$ cat src/rtl/hdma.sv
// Colour-mode VRAM DMA engine: copies fixed-size blocks from the source bus into VRAM,
// either as one general-purpose burst or one block per PPU horizontal blank.
module hdma #(
    parameter int unsigned BLOCK_BYTES = 16,
    parameter logic [15:0] MMIO_BASE   = 16'hFF51
) (
    input  logic        clk,
    input  logic        rst,
    input  logic [15:0] i_mmio_a,
    input  logic [7:0]  i_mmio_din,
    input  logic        i_mmio_wr,
    output logic [7:0]  o_mmio_dout,
    input  logic        i_hblank,
    input  logic        i_lcd_on,
    output logic [15:0] o_src_a,
    output logic        o_src_rd,
    input  logic [7:0]  i_src_din,
    output logic [12:0] o_vram_a,
    output logic        o_vram_wr,
    output logic [7:0]  o_vram_dout,
    output logic        o_occupy_extbus,
    output logic        o_occupy_vidbus,
    output logic        o_cpu_stall
);

    localparam int unsigned CntW = (BLOCK_BYTES > 2) ? $clog2(BLOCK_BYTES) : 1;
    localparam logic [CntW-1:0] LastByte = CntW'(BLOCK_BYTES - 1);

    typedef enum logic [1:0] {
        StIdle,
        StGpRun,
        StHbWait,
        StHbRun
    } state_e;

    state_e            r_state;
    logic [15:0]       r_src;
    logic [12:0]       r_dst;
    logic [6:0]        r_rem;
    logic              r_cancelled;
    logic              r_hblank_q;
    logic              r_phase;     // 0 = source read, 1 = VRAM write
    logic [CntW-1:0]   r_byte_cnt;

    logic w_sel1;
    logic w_sel2;
    logic w_sel3;
    logic w_sel4;
    logic w_sel5;
    logic w_wr5;
    logic w_hb_rise;
    logic w_running;

    assign w_sel1    = (i_mmio_a == MMIO_BASE);
    assign w_sel2    = (i_mmio_a == MMIO_BASE + 16'd1);
    assign w_sel3    = (i_mmio_a == MMIO_BASE + 16'd2);
    assign w_sel4    = (i_mmio_a == MMIO_BASE + 16'd3);
    assign w_sel5    = (i_mmio_a == MMIO_BASE + 16'd4);
    assign w_wr5     = i_mmio_wr & w_sel5;
    assign w_hb_rise = i_hblank & ~r_hblank_q;
    assign w_running = (r_state == StGpRun) || (r_state == StHbRun);

    always_ff @(posedge clk) begin
        if (rst) begin
            r_state     <= StIdle;
            r_src       <= 16'h0000;
            r_dst       <= 13'h0000;
            r_rem       <= 7'h7F;
            r_cancelled <= 1'b0;
            r_hblank_q  <= 1'b0;
            r_phase     <= 1'b0;
            r_byte_cnt  <= '0;
        end else begin
            r_hblank_q <= i_hblank;

            // Address registers are only writable while nothing is in flight.
            if (i_mmio_wr && r_state == StIdle) begin
                if (w_sel1) r_src[15:8] <= i_mmio_din;
                if (w_sel2) r_src[7:0]  <= {i_mmio_din[7:4], 4'h0};
                if (w_sel3) r_dst[12:8] <= i_mmio_din[4:0];
                if (w_sel4) r_dst[7:0]  <= {i_mmio_din[7:4], 4'h0};
            end

            unique case (r_state)
                StIdle: begin
                    if (w_wr5) begin
                        r_rem       <= i_mmio_din[6:0];
                        r_cancelled <= 1'b0;
                        r_phase     <= 1'b0;
                        r_byte_cnt  <= '0;
                        if (!i_mmio_din[7]) begin
                            r_state <= StGpRun;
                        end else if (!i_lcd_on) begin
                            r_state <= StHbRun;
                        end else begin
                            r_state <= StHbWait;
                        end
                    end
                end
                StHbWait: begin
                    // A register write takes priority over a coincident hblank edge.
                    if (w_wr5) begin
                        if (!i_mmio_din[7]) begin
                            r_state     <= StIdle;
                            r_cancelled <= 1'b1;
                        end else begin
                            r_rem   <= i_mmio_din[6:0];
                            r_state <= i_lcd_on ? StHbWait : StHbRun;
                        end
                    end else if (w_hb_rise && i_lcd_on) begin
                        r_state <= StHbRun;
                    end
                end
                StGpRun, StHbRun: begin
                    if (!r_phase) begin
                        r_phase <= 1'b1;
                    end else begin
                        r_phase    <= 1'b0;
                        r_src      <= r_src + 16'd1;
                        r_dst      <= r_dst + 13'd1;
                        r_byte_cnt <= r_byte_cnt + 1'b1;
                        if (r_byte_cnt == LastByte) begin
                            // rem wraps 0 -> 7F on completion, which is the idle read value.
                            r_rem <= r_rem - 7'd1;
                            if (r_rem == 7'd0) begin
                                r_state <= StIdle;
                            end else if (r_state == StHbRun) begin
                                r_state <= StHbWait;
                            end
                        end
                    end
                end
                default: r_state <= StIdle;
            endcase
        end
    end

    always_comb begin
        o_mmio_dout = 8'hFF;
        if (w_sel5) begin
            if (r_state != StIdle) begin
                o_mmio_dout = {1'b0, r_rem};
            end else if (r_cancelled) begin
                o_mmio_dout = {1'b1, r_rem};
            end
        end
    end

    assign o_src_a         = r_src;
    assign o_vram_a        = r_dst;
    assign o_vram_dout     = i_src_din;
    assign o_src_rd        = w_running & ~r_phase;
    assign o_vram_wr       = w_running & r_phase;
    assign o_occupy_extbus = w_running & ~r_phase;
    assign o_occupy_vidbus = w_running;
    assign o_cpu_stall     = w_running;

endmodule
$ cat config.mk
export PLATFORM = sky130hd
export DESIGN_NAME = hdma
export DESIGN_NICKNAME = d
export VERILOG_FILES = /design/src/rtl/hdma.sv
export SDC_FILE = /design/constraint.sdc
export NUM_CORES = 1
export LEC_CHECK = 0
export CORE_UTILIZATION = 46
export DETAILED_ROUTE_END_ITERATION = 8
export PLACE_DENSITY = 0.85
export SLEW_MARGIN = 20
export SYNTH_ARGS = -nofsm -noshare
export SYNTH_HDL_FRONTEND = slang
export SYNTH_SLANG_ARGS = --single-unit
$ cat constraint.sdc
create_clock -name clk -period 2.35 [get_ports clk]
set_clock_uncertainty 0.2 [all_clocks]
set_input_delay 0.235 -clock clk [delete_from_list [all_inputs] [get_ports clk]]
set_output_delay 0.235 -clock clk [all_outputs]
set_load 0.02 [all_outputs]
==> reports/metrics.yaml <==
yosys:
  synth-main-ff-cell: "sky130_fd_sc_hd__dfxtp_1"
  synth_area_leader_cell: "sky130_fd_sc_hd__dfxtp_1"
  synth_compound_gate_area_share: 0.205
  synthesized_area_fraction_occupied_by_and_or_nand_nor_cells: 0.364
  sequential_fraction_of_the_synthesis_area: 0.336
  synth_nets: 388
  synth_enable_flop_cells: 0
  syn-cell-area_mm2: 0.00269
  ys_seq_elements: 45
  synth_cell_type_count: 53
  synth_area_leaders: "sky130_fd_sc_hd__dfxtp_1 34%, sky130_fd_sc_hd__nand3_1 8.4%, sky130_fd_sc_hd__a21oi_1 6.3%"
  syn-mean-instance-area_um2: 7.74
  commonest_cells_in_the_synthesized_netlist: "45 x sky130_fd_sc_hd__dfxtp_1, 45 x sky130_fd_sc_hd__nand3_1, 34 x sky130_fd_sc_hd__a21oi_1"
  mux_cell_area_share_after_synthesis: 0.00373
  yosys.area_share.adder: 0.0186
  syn_inst: 347
  main_combinational_cell_family_by_area_after_synthesis: "simple AND/OR/NAND/NOR gates"
  post_synth_xor_area_fraction: 0.0130
  ys_async_sr_fraction: 0
  yosys_warnings: 0
  area_share_of_the_largest_cell_type_after_synthesis: 0.336
timing:
  remaining_max_slew_budget_at_the_tightest_pin: 0.638
  timing.final.max_slew_violations: 0
  rsz0062_at_grt: "no"
  worstMarginPinSlew_ns: 0.541
  count_of_final_hold_check_violations: 0
  setup_violations: 0
  clock.fmax_mhz: 432
  finalCritPeriodShare: 0.984
  layout_min_cycle_time_ns: 2.31
power_and_ir_drop:
  vdd_ir_drop_max_mv: 0.392
  leakagePower_nw: 1.45
  report.power.total_mw: 1.42
  powerDensity_mw_per_mm2: 375
placement:
  place.gp.congestion: 0.872
  dp.final_hpwl_mm: 5.83
  detailed_place.area_mm2: 0.00348
  portBuffers: 70
floorplan:
  initial_core_util: 0.482
  die-height_um: 78.4
  rows: 27
  coreArea_mm2: 0.00557
  die-width_um: 78.4
  die_area_mm2: 0.00615
  ios: 87
route:
  wire_per_inst_um: 16.8
  initialDrtViolationCount: 246
  drt.antenna.violating_nets: 0
  drc: 0
  via_count: 3082
  drt_first_pass_iters: 5
  vias_per_cell: 6.15
  post_route_wl_mm: 8.42
clock_tree:
  ctsLongestPathBuffers: 2
  cts.sink_count: 45
  cts_made_buffers: 5
  htree_num_levels: 2
  clock_tree_from_tritoncts: "yes"
  clkSlewWorstSetupHoldPaths_ns: 0.08
  cts-root-buf: "sky130_fd_sc_hd__clkbuf_8"
  hold_buffers: 0
  worstSkewPairLatency_ns: 0.31
cells_and_area:
  filler_cell_count: 467
  fin_area_mm2: 0.00378
  layout-drive-gt1-share: 0.166
  nets: 469
  insertedDiodeCount: 0
  synthToLayoutAreaGrowth_pct: 40.8
global_routing:
  antenna_found_initial: 0
  globalRoute.totalOverflow: 0
  grt_max_degree: 32
  grt_first_pass_wirelength_mm: 13.3
  global_route.usage.total: 0.271
  first_global_vias: 2857
setup_path:
  critPathRequiredTime_ns: 2.33
  cp.arrival_ns: 2.29
  setup.worst_path.start_class: "input port"
  critical_path.endpoint_type: "flop"
  timing.critical_path.fanout_max: 4
  setup.worst_path.class: "in2reg"
min_path:
  hold_class: "in2out"
run:
  maxCapViolCount: 0
status:
  status: "finished, final reports clean"
-- cells by family after synthesis --
logic type / after synthesis
buf+inv: 32
xor+xnor: 4
flops: 45
simple gates: 176
compound gates: 85
mux: 1
fa+ha+maj: 4
-- per-layer routing --
layer	up-vias	track usage	wire, µm
li1	1456	-	-
met1	1434	0.326	3410
met2	151	0.467	4130
met3	41	0.0628	666
met4	0	0.106	212
met5	-	0	0
-- layout by cell type, fill, tap and decap left out, drive strengths merged, types with 11 or more instances in the layout --
| cell type | count |
|---|---|
| clkdlybuf4s50 | 50 |
| a21oi | 34 |
| nor3 | 14 |
| buf | 36 |
| nor2 | 23 |
| dfxtp | 45 |
| nand3 | 45 |
| a2bb2oi | 13 |
| nand2b | 11 |
| nand2 | 28 |
-- through the flow --
step / std cells / utilization / worst slack [ns] / hold slack, ns / TNS, ns
floorplan: 347 / - / 0.197 / 0.157 / 0
global placement: 482 / 0.625 / -0.337 / 0.270 / -5.83
detailed placement: 482 / 0.625 / -0.391 / 0.270 / -6.66
CTS: 502 / 0.663 / 0.00410 / 0.270 / 0
global route: 501 / 0.678 / 0.00199 / 0.270 / 0
finish: 501 / 0.678 / 0.0371 / 0.270 / 0
-- path summary, 6_finish.rpt --
check | startpoint | endpoint | slack, ns | depth (start not counted)
hold reg to reg | o_vram_a[12] | o_vram_a[12] | 0.30 | 2
hold / removal | i_src_din[6] | o_vram_dout[6] | 0.27 | 0
setup / recovery | i_mmio_a[1] | o_vram_a[4] | 0.04 | 13
setup reg to reg | r_state[0] | o_src_a[8] | 0.13 | 6
-- state kept, by name, indices dropped and copies added (netlist names) --
signal,cells
o_src_a,16
r_rem,7
r_cancelled,1
o_vram_a,13
r_byte_cnt,4
r_phase,1
r_hblank_q,1
r_state,2
-- cell type report --
class,count,area (µm²),area share
multi-input cells,270,1720,0.454
repair buffers,101,952,0.252
flip-flops and latches,45,902,0.239
clock buffers,7,96.3,0.0255
well taps,72,90.1,0.0238
inverters,5,18.8,0.00496
clock inverters,1,5.00,0.00132
-- power by group --
group	internal [mW]	switching, mW
sequential	0.762	0.000284
clock	0.266	0.271
combinational	0.0613	0.0550
-- timing repair --
| action | in CTS | in global routing |
|---|---|---|
| setup endpoints to repair | 11 | 26 |
| pin swaps | 3 | 5 |
| cloned | 0 | 0 |
| resized for setup | 32 | 30 |
| endpoints found under the hold margin | 0 | 0 |
| setup buffers | 12 | 1 |
-- worst max-delay path: stages --
cell,delay [ns]
sky130_fd_sc_hd__clkdlybuf4s50_1,0.55
sky130_fd_sc_hd__nor3b_4,0.07
sky130_fd_sc_hd__buf_4,0.13
sky130_fd_sc_hd__buf_4,0.12
sky130_fd_sc_hd__buf_4,0.13
sky130_fd_sc_hd__buf_4,0.13
sky130_fd_sc_hd__buf_4,0.12
sky130_fd_sc_hd__buf_4,0.12
sky130_fd_sc_hd__buf_4,0.12
sky130_fd_sc_hd__buf_4,0.15
sky130_fd_sc_hd__and2_1,0.18
sky130_fd_sc_hd__a21oi_1,0.16
sky130_fd_sc_hd__a21oi_1,0.08
Note: power is estimated with default switching activity, not from simulation.
